`src/rtl/cnn_alu_sched.sv`:
```
`timescale 1ns/1ps
// -----------------------------------------------------------------------------
// cnn_alu_sched
//
// Sequencer for the CNN co-processor ALU (conv / ReLU / pool lanes).
// When a start is accepted it optionally loads the 3x3 filter (conv only). It
// then sweeps the 28x28 image and assembles the window bus (I_out) and filter
// bus (F_out) for the ALU. For every output position it writes the ALU result
// that the latched mode selects to output memory.
//
// Ports
//   clk, rst_n        clock (rising edge), asynchronous active-low reset
//   start, mode       command: one-cycle request, 0=conv 1=ReLU 2=pool 3=rsvd
//   busy, done        status: busy while the job runs, done = one-cycle pulse
//   img_addr/img_re   image memory read port (data valid the next cycle)
//   img_rdata
//   fil_addr/fil_re   filter memory read port (data valid the next cycle)
//   fil_rdata
//   I_out             10-lane window bus, lane k = I_out[k*N +: N]
//   F_out             9-lane filter bus,  lane k = F_out[k*N +: N]
//   c, a, p           ALU conv / ReLU / pool results (combinational from buses)
//   out_addr/out_we   output memory write port
//   out_data
//   perf_cycles       busy-cycle counter, present only with the macro below
//
// Optional feature macro: CNN_ALU_SCHED_PERF_EN
//   Adds perf_cycles. It is cleared on an accepted start and counts every busy
//   cycle. It holds after done and resets to 0 on rst_n.
//
// Filter addresses run 0..8, so F_AW defaults to 4 bits. With 3 bits the
// ninth tap would alias onto address 0.
// -----------------------------------------------------------------------------
module cnn_alu_sched #(
    parameter int N    = 8,
    parameter int M_AW = 10,
    parameter int F_AW = 4,
    parameter int FIL  = 3,
    parameter int IMG  = 28
) (
    input  logic              clk,
    input  logic              rst_n,
    input  logic              start,
    input  logic [1:0]        mode,
    output logic              busy,
    output logic              done,
    output logic [M_AW-1:0]   img_addr,
    output logic              img_re,
    input  logic [N-1:0]      img_rdata,
    output logic [F_AW-1:0]   fil_addr,
    output logic              fil_re,
    input  logic [N-1:0]      fil_rdata,
    output logic [10*N-1:0]   I_out,
    output logic [9*N-1:0]    F_out,
    input  logic [N-1:0]      c,
    input  logic [N-1:0]      a,
    input  logic [N-1:0]      p,
    output logic [M_AW-1:0]   out_addr,
    output logic              out_we,
    output logic [N-1:0]      out_data
`ifdef CNN_ALU_SCHED_PERF_EN
    ,
    output logic [31:0]       perf_cycles
`endif
);

    localparam int WLANES = 10;
    localparam int FLANES = 9;
    localparam int RC_W   = $clog2(IMG);
    localparam int ST_W   = 4;

    localparam logic [1:0] MODE_CONV = 2'd0;
    localparam logic [1:0] MODE_RELU = 2'd1;
    localparam logic [1:0] MODE_POOL = 2'd2;
    localparam logic [1:0] MODE_RSVD = 2'd3;

    // LOADF issues FTAPS reads and then spends one extra cycle capturing the
    // last word. That gives FTAPS+1 cycles in total.
    localparam logic [ST_W-1:0] FTAPS          = ST_W'(FIL*FIL);
    localparam logic [ST_W-1:0] LAST_STEP_CONV = ST_W'(FIL*FIL-1);
    localparam logic [ST_W-1:0] LAST_STEP_RELU = ST_W'(0);
    localparam logic [ST_W-1:0] LAST_STEP_POOL = ST_W'(3);

    localparam logic [RC_W-1:0] LAST_RC_CONV = RC_W'(IMG-FIL);
    localparam logic [RC_W-1:0] LAST_RC_RELU = RC_W'(IMG-1);
    localparam logic [RC_W-1:0] LAST_RC_POOL = RC_W'(IMG/2-1);

    typedef enum logic [2:0] {
        S_IDLE,
        S_LOADF,
        S_FETCH,
        S_DRAIN,
        S_WRITE,
        S_DONE
    } state_t;

    state_t             state_q, state_d;
    logic [1:0]         mode_q, mode_d;
    logic [RC_W-1:0]    row_q, row_d;
    logic [RC_W-1:0]    col_q, col_d;
    logic [ST_W-1:0]    step_q, step_d;
    logic [M_AW-1:0]    out_idx_q, out_idx_d;

    // Pending captures: each read issued in one cycle lands in its lane at the
    // end of the following cycle.
    logic               icap_vld_q, icap_vld_d;
    logic [ST_W-1:0]    icap_lane_q, icap_lane_d;
    logic               fcap_vld_q, fcap_vld_d;
    logic [ST_W-1:0]    fcap_lane_q, fcap_lane_d;

    logic [N-1:0]       win_q [WLANES];
    logic [N-1:0]       win_d [WLANES];
    logic [N-1:0]       fil_q [FLANES];
    logic [N-1:0]       fil_d [FLANES];

    logic               start_ok;
    logic [M_AW-1:0]    base;
    logic [ST_W-1:0]    last_step;
    logic [RC_W-1:0]    last_rc;

    // ------------------------------------------------------------------
    // Per-mode geometry helpers
    // ------------------------------------------------------------------

    // Address offset of fetch step s from the position base.
    function automatic logic [M_AW-1:0] fetch_offset(input logic [1:0] m,
                                                     input logic [ST_W-1:0] s);
        logic [M_AW-1:0] off;
        off = '0;
        case (m)
            MODE_CONV: off = M_AW'((int'(s) / FIL) * IMG + int'(s) % FIL);
            MODE_POOL: begin
                case (s)
                    4'd0:    off = M_AW'(0);
                    4'd1:    off = M_AW'(1);
                    4'd2:    off = M_AW'(IMG);
                    default: off = M_AW'(IMG + 1);
                endcase
            end
            default:   off = '0;
        endcase
        return off;
    endfunction

    // Window lane that receives the data of fetch step s. Pool places its
    // bottom-right pixel in lane 9, which is the fourth lane the pool ALU reads.
    function automatic logic [ST_W-1:0] lane_of(input logic [1:0] m,
                                                input logic [ST_W-1:0] s);
        logic [ST_W-1:0] ln;
        ln = '0;
        case (m)
            MODE_CONV: ln = s;
            MODE_POOL: ln = (s == 4'd3) ? 4'd9 : s;
            default:   ln = '0;
        endcase
        return ln;
    endfunction

    always_comb begin
        last_step = LAST_STEP_RELU;
        last_rc   = LAST_RC_RELU;
        base      = M_AW'(row_q) * M_AW'(IMG) + M_AW'(col_q);
        case (mode_q)
            MODE_CONV: begin
                last_step = LAST_STEP_CONV;
                last_rc   = LAST_RC_CONV;
            end
            MODE_POOL: begin
                last_step = LAST_STEP_POOL;
                last_rc   = LAST_RC_POOL;
                // Stride-2 pool: the window origin is (2r, 2c).
                base      = M_AW'(row_q) * M_AW'(2*IMG) + (M_AW'(col_q) << 1);
            end
            default: ;
        endcase
    end

    assign start_ok = start && (mode != MODE_RSVD);

    // ------------------------------------------------------------------
    // Next-state logic
    // ------------------------------------------------------------------
    always_comb begin
        state_d     = state_q;
        mode_d      = mode_q;
        row_d       = row_q;
        col_d       = col_q;
        step_d      = step_q;
        out_idx_d   = out_idx_q;
        win_d       = win_q;
        fil_d       = fil_q;
        icap_vld_d  = 1'b0;
        icap_lane_d = icap_lane_q;
        fcap_vld_d  = 1'b0;
        fcap_lane_d = fcap_lane_q;

        // Land the data of last cycle's reads before the state decides anything.
        if (icap_vld_q) begin
            win_d[icap_lane_q] = img_rdata;
        end
        if (fcap_vld_q) begin
            fil_d[fcap_lane_q] = fil_rdata;
        end

        case (state_q)
            S_IDLE: begin
                if (start_ok) begin
                    mode_d    = mode;
                    win_d     = '{default: '0};
                    row_d     = '0;
                    col_d     = '0;
                    step_d    = '0;
                    out_idx_d = '0;
                    state_d   = (mode == MODE_CONV) ? S_LOADF : S_FETCH;
                end
            end

            S_LOADF: begin
                if (step_q != FTAPS) begin
                    fcap_vld_d  = 1'b1;
                    fcap_lane_d = step_q;
                    step_d      = step_q + ST_W'(1);
                end else begin
                    step_d  = '0;
                    state_d = S_FETCH;
                end
            end

            S_FETCH: begin
                icap_vld_d  = 1'b1;
                icap_lane_d = lane_of(mode_q, step_q);
                if (step_q == last_step) begin
                    step_d  = '0;
                    state_d = S_DRAIN;
                end else begin
                    step_d  = step_q + ST_W'(1);
                end
            end

            S_DRAIN: begin
                state_d = S_WRITE;
            end

            S_WRITE: begin
                out_idx_d = out_idx_q + M_AW'(1);
                if ((row_q == last_rc) && (col_q == last_rc)) begin
                    state_d = S_DONE;
                end else begin
                    state_d = S_FETCH;
                    if (col_q == last_rc) begin
                        col_d = '0;
                        row_d = row_q + RC_W'(1);
                    end else begin
                        col_d = col_q + RC_W'(1);
                    end
                end
            end

            S_DONE: begin
                state_d = S_IDLE;
            end

            default: begin
                state_d = S_IDLE;
            end
        endcase
    end

    // ------------------------------------------------------------------
    // State register
    // ------------------------------------------------------------------
    always_ff @(posedge clk or negedge rst_n) begin
        if (!rst_n) begin
            state_q     <= S_IDLE;
            mode_q      <= MODE_CONV;
            row_q       <= '0;
            col_q       <= '0;
            step_q      <= '0;
            out_idx_q   <= '0;
            icap_vld_q  <= 1'b0;
            icap_lane_q <= '0;
            fcap_vld_q  <= 1'b0;
            fcap_lane_q <= '0;
            win_q       <= '{default: '0};
            fil_q       <= '{default: '0};
        end else begin
            state_q     <= state_d;
            mode_q      <= mode_d;
            row_q       <= row_d;
            col_q       <= col_d;
            step_q      <= step_d;
            out_idx_q   <= out_idx_d;
            icap_vld_q  <= icap_vld_d;
            icap_lane_q <= icap_lane_d;
            fcap_vld_q  <= fcap_vld_d;
            fcap_lane_q <= fcap_lane_d;
            win_q       <= win_d;
            fil_q       <= fil_d;
        end
    end

    // ------------------------------------------------------------------
    // Outputs (decoded from registered state only)
    // ------------------------------------------------------------------
    always_comb begin
        busy     = (state_q == S_LOADF) || (state_q == S_FETCH) ||
                   (state_q == S_DRAIN) || (state_q == S_WRITE);
        done     = (state_q == S_DONE);

        img_re   = (state_q == S_FETCH);
        img_addr = img_re ? (base + fetch_offset(mode_q, step_q)) : '0;

        fil_re   = (state_q == S_LOADF) && (step_q != FTAPS);
        fil_addr = fil_re ? F_AW'(step_q) : '0;

        out_we   = (state_q == S_WRITE);
        out_addr = out_we ? out_idx_q : '0;
        out_data = '0;
        if (out_we) begin
            case (mode_q)
                MODE_CONV: out_data = c;
                MODE_RELU: out_data = a;
                default:   out_data = p;
            endcase
        end
    end

    genvar gi;
    generate
        for (gi = 0; gi < WLANES; gi++) begin : g_win_bus
            assign I_out[gi*N +: N] = win_q[gi];
        end
        for (gi = 0; gi < FLANES; gi++) begin : g_fil_bus
            assign F_out[gi*N +: N] = fil_q[gi];
        end
    endgenerate

`ifdef CNN_ALU_SCHED_PERF_EN
    logic [31:0] perf_q, perf_d;

    always_comb begin
        perf_d = perf_q;
        if ((state_q == S_IDLE) && start_ok) begin
            perf_d = '0;
        end else if (busy) begin
            perf_d = perf_q + 32'd1;
        end
    end

    always_ff @(posedge clk or negedge rst_n) begin
        if (!rst_n) begin
            perf_q <= '0;
        end else begin
            perf_q <= perf_d;
        end
    end

    assign perf_cycles = perf_q;
`endif

endmodule
```
`config.mk`:
```
export PLATFORM = sky130hd
export DESIGN_NAME = cnn_alu_sched
export DESIGN_NICKNAME = d
export VERILOG_FILES = /design/src/rtl/cnn_alu_sched.sv
export SDC_FILE = /design/constraint.sdc
export NUM_CORES = 1
export LEC_CHECK = 0
export CORE_MARGIN = 5
export CORE_UTILIZATION = 52
export CTS_BUF_LIST = sky130_fd_sc_hd__clkbuf_8
export DETAILED_ROUTE_END_ITERATION = 16
export PLACE_DENSITY = 0.82
export SLEW_MARGIN = 20
export SYNTH_ARGS = -nofsm -noshare
export SYNTH_HDL_FRONTEND = slang
export SYNTH_SLANG_ARGS = --single-unit
```
`constraint.sdc`:
```
create_clock -name clk -period 9.9 [get_ports clk]
set_clock_uncertainty 0.15 [all_clocks]
set_input_delay 2.97 -clock clk [delete_from_list [all_inputs] [get_ports clk]]
set_output_delay 2.97 -clock clk [all_outputs]
set_load 0.03 [all_outputs]
```
# Word level (Yosys, flattened, before mapping)
# Cells that the tools add are included.
# W data, S select, Z words.
# word_totals
register_bits	191
in_bits	45
out_inout_bits	189
# op_classes
addsub	8
multipliers	3
div_mod_pow	2
n_lt_le_gt_ge	4
n_eq_ne	20
mux	43
bitwise	2
reduce_logical	21
# ops
op	count
$mux W80	3
$bwmux W80	1
$bwmux W72	1
$demux W8 S4	2
$mux W10	4
$pmux W10 S2	2
$div A5 B3 Y32 const B	1
$mod A5 B3 Y32 const B	1
$mul A32 B4 Y8 const B	1
$pmux W5 S2	3
$mux W5	5
$mux W8	3
$add A10 B10 Y10	2
$mux W4	5
$pmux W4 S2	2
$pmux W8 S2	1
$pmux W3 S5	1
$pmux W5 S3	1
$mux W3	4
$pmux W4 S3	1
$add A10 B1 Y10 const B	1
$add A10 B5 Y10	1
$add A10 B6 Y10	1
$add A5 B1 Y5 const B	2
other kinds (30)	54

# Longest topological paths before layout
# depth
depth_word	9
depth_mapped	30
depth_no_buf	27

# Worst setup path after synthesis
# Ideal clock, no wire load.
# synth_timing
path_type	register -> output
startpoint	reg step_q[3]
endpoint	out img_addr[8]
arrival_ps	5984
required_time_ps	6780
setup_slack_ps	796
path_stages_with_launch	27
n_path_buf	2
cell_sequence	dfrtp_1 nor2b_2 inv_1 ha_1 a211o_1 buf_6 clkinv_4 xnor2_4 ha_1 inv_1 and3_1 buf_2 inv_1 fa_1 ha_1 fa_1 xor2_1 ha_1 nand4_1 a2111oi_0 nor2_1 xor2_1 nor2_1 ha_1 o21a_1 o21a_1 nor3_1
# synth_via
elab_chain_cells	6
word_cells_on_any_way	11
classes_between	add/sub (2); mul (1); div (2); eq/ne (2); mux (3); reduce/logical (1)
# synth_rtl
element	line_no	source
from (decl)	100	logic [ST_W-1:0] step_q, step_d;
from (signal assigned)	290	step_q <= step_d;
$div A5 B3 Y32	130	MODE_CONV: off = M_AW'((int'(s) / FIL) * IMG + int'(s) % FIL);
$mul A32 B4 Y8	130	
$add A10 B10 Y10	130	
$pmux W10 S2 *	129	case (m)
$add A10 B10 Y10 *	310	img_addr = img_re ? (base + fetch_offset(mode_q, step_q)) : '0;
$mux W10 *	310	
to (decl)	46	output logic [M_AW-1:0] img_addr,
# Every way passes the cells marked *; elsewhere a longest branch is shown, timed or not.

# Worst setup path in the final report
# layout_timing
startpoint	reg step_q[2]
endpoint	out img_addr[9]
# The elaborated chain is that of the path after synthesis.

==> run_results.csv <==
group,metric,value,unit
status,status,"completed",
global_routing,grt_overflow,0,
logic_synthesis,synth_cell_type_count,57,
logic_synthesis,yosys.area.top_type,"dfrtp_1",
power,peakVddDrop,82.6,uV
worst_setup_path,rrSetupSlack,6.90,ns
placed_design,io_buffers,233,
logic_synthesis,ys_seq_elements,191,
worst_setup_path,arrival,6.45,ns
power,total_power,1.52,mW
sta,setup_ws,0.326,ns
floorplanning,die_x,151,um
clock_network,cts_made_buffers,17,
worst_setup_path,reg2reg_depth,8,
sta,finalCritPeriodShare,96.7,%
logic_synthesis,synth_fp_nets,1081,
power,powerDensity,115,mW/mm^2
logic_synthesis,synth_warnings,0,
sta,period_needed,9.57,ns
worst_setup_path,cp_max_fo,6,
worst_hold_path,hold_start,"out_idx_q[9]",
sta,setup_violations,0,
clock_network,htreeDepth,4,
worst_setup_path,worstSetupPathType,"reg2out",
clock_network,numClockSinks,191,
clock_network,clkLatencyLatePin,0.46,ns
logic_synthesis,syn-instance-count,981,
logic_synthesis,synthFlopType,"dfrtp_1",
worst_setup_path,start_kind,"flip-flop",
clock_network,root_buffer,"clkbuf_8",
route,wire_per_inst,17.7,um
logic_synthesis,yosysMostFrequentCell,"dfrtp_1",
job,maxCapViolations,0,
placed_design,gp_congestion,0.867,
worst_setup_path,cp-end-kind,"output port",
power,leakage,5.93,nW
global_routing,grt_use_total,23.0,%
route,drt-pass1-iter-count,5,
logic_synthesis,async_reset_ff_share,100,%
logic_synthesis,yosysSeqAreaShare,46.5,%
final_layout,area_growth,28.9,%
worst_setup_path,regToRegEndpoint,"step_q[2]",
route,drtIter0Drc,440,
worst_hold_path,holdPathEnd,"out_idx_q[9]",
floorplanning,num_io_pins,234,
clock_network,clkTransAtPathRegs,0.09,ns
logic_synthesis,synth-edff-count,0,
route,num_vias,7875,
floorplanning,dieArea,0.0227,sq mm
logic_synthesis,synthTopCellsByArea,"dfrtp_1 (47%), mux2i_1 (9.1%), mux2_2 (8.7%), nor2_1 (5.7%), ha_1 (5.5%)",
global_routing,grt_pass1_vias,7734,
sta,worst_pin_slew,0.989,ns
route,drcViolationCount,0,
logic_synthesis,synth_top_area_share,46.5,%
sta,timing.slew.headroom,34.0,%
sta,clock.fmax,0.104,GHz
sta,hold_viol,0,
worst_setup_path,worstReg2RegStart,"mode_q[1]",
final_layout,final_nets,1290,
final_layout,drive_gt1_share,11.8,%
sta,slew_violations,0,
logic_synthesis,netlist_area,0.0103,sq mm
clock_network,post-cts-setup-buffers,0,
placed_design,place_hpwl,19.3,mm
floorplanning,die_h,151,um
route,wl,25.9,mm
route,vias_per_cell,5.37,
global_routing,grt_pass1_wl,41.4,mm
floorplanning,rows,51,
floorplanning,start_util,52.8,%
global_routing,grt_max_degree,124,
placed_design,post-place-ws,-0.0287,ns
logic_synthesis,synth_common_cells,"dfrtp_1 (191), nor2_1 (156), mux2i_1 (93)",
worst_setup_path,required,6.78,ns
worst_hold_path,whs_path_depth,1,
final_layout,final_core_util,68.0,%
route,final_antenna_net_count,0,
worst_hold_path,holdCritPathClass,"reg2reg",
floorplanning,coreArea,0.0195,sq mm
global_routing,antenna_found_initial,0,
logic_synthesis,syn_area_per_cell,10.5,sq um
final_layout,diodes,0,
clock_network,cts_tree,"yes",
clock_network,clock_path_buffers,2,
-- state kept, by name, indices dropped and copies added, names as in the netlist, 2 cells and up --
signal,count
state_q,3
icap_lane_q,4
I_out,80
mode_q,2
row_q,5
out_idx_q,10
F_out,72
fcap_lane_q,4
col_q,5
step_q,4
-- power by group --
part | internal [mW] | total, mW | leakage, nW | switching, mW
clock network | 0.228 | 0.514 | 0.205 | 0.286
registers | 0.806 | 0.821 | 2.30 | 0.0147
logic | 0.0770 | 0.187 | 3.43 | 0.110
-- final cells by class --
class | instances | area (sq um)
Sequential cell | 191 | 4780
Clock inverter | 14 | 160
Inverter | 31 | 121
Tap cell | 265 | 332
Timing Repair Buffer | 241 | 2390
Fill cell | 1514 | 6220
Multi-Input combinational cell | 708 | 5220
Clock buffer | 17 | 234
-- per-stage QoR --
step	instance area [sq um]	setup TNS, ns	cells	hold slack, ns
5_1_grt	13200	-0.0500	1467	0.369
3_5_place_dp	12800	-0.0287	1436	0.337
2_1_floorplan	10300	0	981	0.300
6_report	13200	0	1467	0.346
3_3_place_gp	12800	0	1436	0.325
4_1_cts	13200	0	1467	0.348
-- layer usage --
layer	up-vias	track usage, %	wire (um)
met5	-	0	0
met4	0	7.14	653
met3	34	3.97	1290
met2	193	38.8	13000
met1	3833	30.3	11000
li1	3815	-	-
-- worst max-delay path, stage by stage (launching register included) --
cell and delay (ns):
dfrtp_2 0.44, nor2b_4 0.24, ha_2 0.27, inv_1 0.07
ha_1 0.36, nand2b_1 0.11, o21ai_0 0.25, and2_1 0.24
and3_1 0.19, inv_1 0.09, fa_1 0.45, ha_1 0.22
fa_1 0.40, xor2_1 0.16, ha_1 0.35, nand4_1 0.15
nor2_1 0.06, a221o_1 0.37, nor2_1 0.13, xor2_1 0.16
nor2_1 0.06, ha_1 0.32, nand2_1 0.07, o31ai_2 0.21
xor2_1 0.21, nor4_1 0.06, nand2b_1 0.17, buf_4 0.17
-- worst max-delay path by stage --
stage	from	endpoint	slack, ns
after floorplan	step_q[3]	img_addr[8]	0.80
after detailed placement	step_q[2]	img_addr[7]	-0.03
after CTS	step_q[2]	img_addr[7]	0.007
after global placement	step_q[2]	img_addr[7]	0.23
after global routing	step_q[2]	img_addr[9]	-0.04
final	step_q[2]	img_addr[9]	0.33
-- placed cells by master (no fill, tap or decap), drive strengths merged, types with 5 or more instances in the layout --
master and instances:
clkdlybuf4s50 229, dfrtp 191, nor2 156, mux2i 93, mux2 79, o21ai 49
nand2 48, ha 45, a21oi 38, inv 33, and3 20, xnor2 19
clkbuf 19, nand3 15, xor2 13, a21o 11, nor3 11, nor2b 11
nand3b 10, fa 10, clkinv 10, and2 9, buf 9, nand2b 8
o211ai 6, nand4 6, nor3b 6, o31ai 6, or3 5
-- cell families (layout without fill, tap and decap cells) --
family	after synthesis	after routing	synth area share (%)
AO/OA/AOI/OAI	140	140	8.32
XOR/XNOR	32	32	2.91
adder cells (fa/ha/maj)	55	55	7.43
buffers and inverters	82	303	3.24
flip-flops	191	191	46.5
multiplexers	172	172	17.7
AND/OR/NAND/NOR	309	309	13.8
-- what timing repair did --
action / in CTS / in global routing
gates resized for setup: 7 / 11
hold endpoints to repair: 0 / 0
gates cloned: 0 / 0
endpoints found under the setup margin: 3 / 3
pin swaps: 0 / 0
hold buffers: 0 / 0
Note: power is estimated with default switching activity, not from simulation.
==> edit: new RTL, config.mk and constraints unchanged <==
Build with the macro `CNN_ALU_SCHED_PERF_EN` defined.
--- a/src/rtl/cnn_alu_sched.sv
+++ b/src/rtl/cnn_alu_sched.sv
@@ -30,6 +30,8 @@
 // Filter addresses run 0..8, so F_AW defaults to 4 bits. With 3 bits the
 // ninth tap would alias onto address 0.
 // -----------------------------------------------------------------------------
+`define CNN_ALU_SCHED_PERF_EN
+
 module cnn_alu_sched #(
     parameter int N    = 8,
     parameter int M_AW = 10,
Behaviour (old outputs only; new: perf_cycles): unchanged (Yosys induction, for registers that start in step).
==> edit against the original RTL <==
- synthesized area is 15% higher
- sequential share of layout area is 0.30 points lower
- worst setup slack worse by 0.0037 ns
- power is 29% higher
- register-to-register slack worse by 0.12 ns
- cell area is 18% higher
- die area is 14% higher
- combinational power is 12% higher
- critical path depth is 1 higher
- routed wire length is 23% higher
- synthesized cell count is 16% higher
- largest cell class unchanged
- non-clock buffer count is 38 higher
- sequential cell count is 32 higher
==> edit: results (changes against the original RTL) <==
Status
  • Run status: complete, no violations

Synth
  • Unique cell type count in the Yosys netlist: 64 (+12%)
  • Synth Area in Compound Gates: 7.43% (-0.89 points)
  • Adder-Cell Fraction of Synth Area: 6.68% (-0.75 points)
  • Synth top cells by count: dfrtp_1, nor2_1, mux2i_1, nand2_1, mux2_2
  • Sequential area share after synthesis: 47.3% (+0.73 points)
  • Mux share of post-synthesis cell area: 14.9% (-2.8 points)
  • Synth area leaders: dfrtp_1, mux2i_1, mux2_2
  • Syn_nets: 1242 (+15%)

Clock network
  • Clock Latency Late Sink: 0.52 ns (+0.06 ns)
  • # H-tree levels: 2 (-2)
  • Reg clk slew, reported paths: 0.06 ns (-0.03 ns)
  • Total CTS buffers: 38 (+21)

Setup path
  • CP Data Arrival Time: 6.46 ns (about the same)
  • Critical Path Max Stage Delay: 0.59 ns (+0.14 ns)
  • Crit-path max FO: 12 (+6)

GRT
  • Largest net degree at the start of global routing: 143 (+15%)
  • Vias in the first global route: 9773 (+26%)
  • Tot GR Track Use: 23.9% (+0.96 points)

Route
  • Vias per cell: 5.52 (+2.8%)
  • Iteration-0 DRC Markers: 463 (+5.2%)

Power and ir drop
  • Flop pwr share: 48.7% (-5.2 points)
  • Int Power: 1.46 mW (+32%)
  • Power Density: 126 nW/µm² (+10%)
  • Max VDD drop: 0.109 mV (+31%)

Timing
  • Transition time at the pin with the least slew margin: 1.01 ns (+0.0213 ns)

Layout
  • Ratio of cells with drive above 1 in the final layout: 12.3% (+0.46 points)
  • Final net count: 1507 (+17%)
  • Layout fillers: 1669 (+10%)

Placement
  • Placed cell area: 14700 µm² (+15%)
  • DP Cell Count: 1645 (+15%)
  • Routability cong.: 0.845 (-2.5%)
  • Port bufs: 265 (+14%)
## edit: cell count changes in the layout (fill, tap and decap cells not counted), sizes merged, moves of 6 or more
cell	change
xor2	+21
nand3	+7
and2	+11
nand2	+28
clkbuf	+25
nor2	+36
clkdlybuf4s50	+32
xnor2	+6
and4	+6
dfrtp	+32
inv	+15
buf	+9
## edit: timing repair
action,4_1_cts,5_1_grt
gates cloned,0,0
pin swaps,4,5
resized for setup,7,16
buffers inserted,1,3
hold buffers,0,0
endpoints found under the setup margin,3,3
## edit: path summary, 6_finish.rpt
check | to | startpoint | slack (ns)
max | img_addr[9] | step_q[2]$_DFFE_PN0P_ | 0.32
min | out_idx_q[9]$_DFFE_PN0P_ | out_idx_q[9]$_DFFE_PN0P_ | 0.33
max reg2reg | col_q[4]$_DFFE_PN0P_ | mode_q[0]$_DFFE_PN0P_ | 6.78
min reg2reg | out_idx_q[9]$_DFFE_PN0P_ | out_idx_q[9]$_DFFE_PN0P_ | 0.33
max in group asynchronous | col_q[3]$_DFFE_PN0P_ | rst_n | 6.22
min in group asynchronous | I_out[3]$_DFF_PN0_ | rst_n | 2.24
## edit: routing by layer
metal	global-route usage, %	part of all wire, %	vias up
met3	6.44	7.6	82
li1	-	-	4451
met2	39.9	49	368
met4	10.1	3.7	0
met5	0	0	-
met1	29.5	40	4589
## edit: cell type report
| cell class | count | area (µm²) | share of cell area (%) |
|---|---|---|---|
| Clock buffer | 44 | 606 | 3.89 |
| Clock inverter | 25 | 138 | 0.883 |
| Inverter | 31 | 121 | 0.779 |
| Multi-Input combinational cell | 832 | 5990 | 38.5 |
| Sequential cell | 223 | 5580 | 35.8 |
| Tap cell | 285 | 357 | 2.29 |
| Timing Repair Buffer | 279 | 2790 | 17.9 |
## edit: stage by stage
step	TNS [ns]	util, %	setup WS (ns)	hold slack, ns
6_report	0	69.3	0.322	0.331
5_1_grt	-0.0188	69.3	-0.0188	0.363
4_1_cts	0	68.7	0.0296	0.335
3_5_place_dp	0	65.2	0.200	0.326
3_3_place_gp	0	65.2	0.423	0.323
2_1_floorplan	0	-	0.279	0.299
## edit: cell families after synthesis
| group | count (synthesis) |
|---|---|
| muxes | 167 |
| and+or+nand+nor | 411 |
| buffers and inverters | 85 |
| DFF | 223 |
| AOI/OAI and AO/OA | 138 |
| adders and majority gates | 57 |
| xor gates and xnor gates | 59 |
## edit: critical path: cells and delay by family (launching register included)
| family | cells | cell delay, ns |
|---|---|---|
| simple gates | 6 | 0.95 |
| xor+xnor | 3 | 0.49 |
| compound gates | 8 | 1.37 |
| buf+inv | 4 | 0.46 |
| flops | 1 | 0.40 |
| fa+ha+maj | 7 | 2.30 |
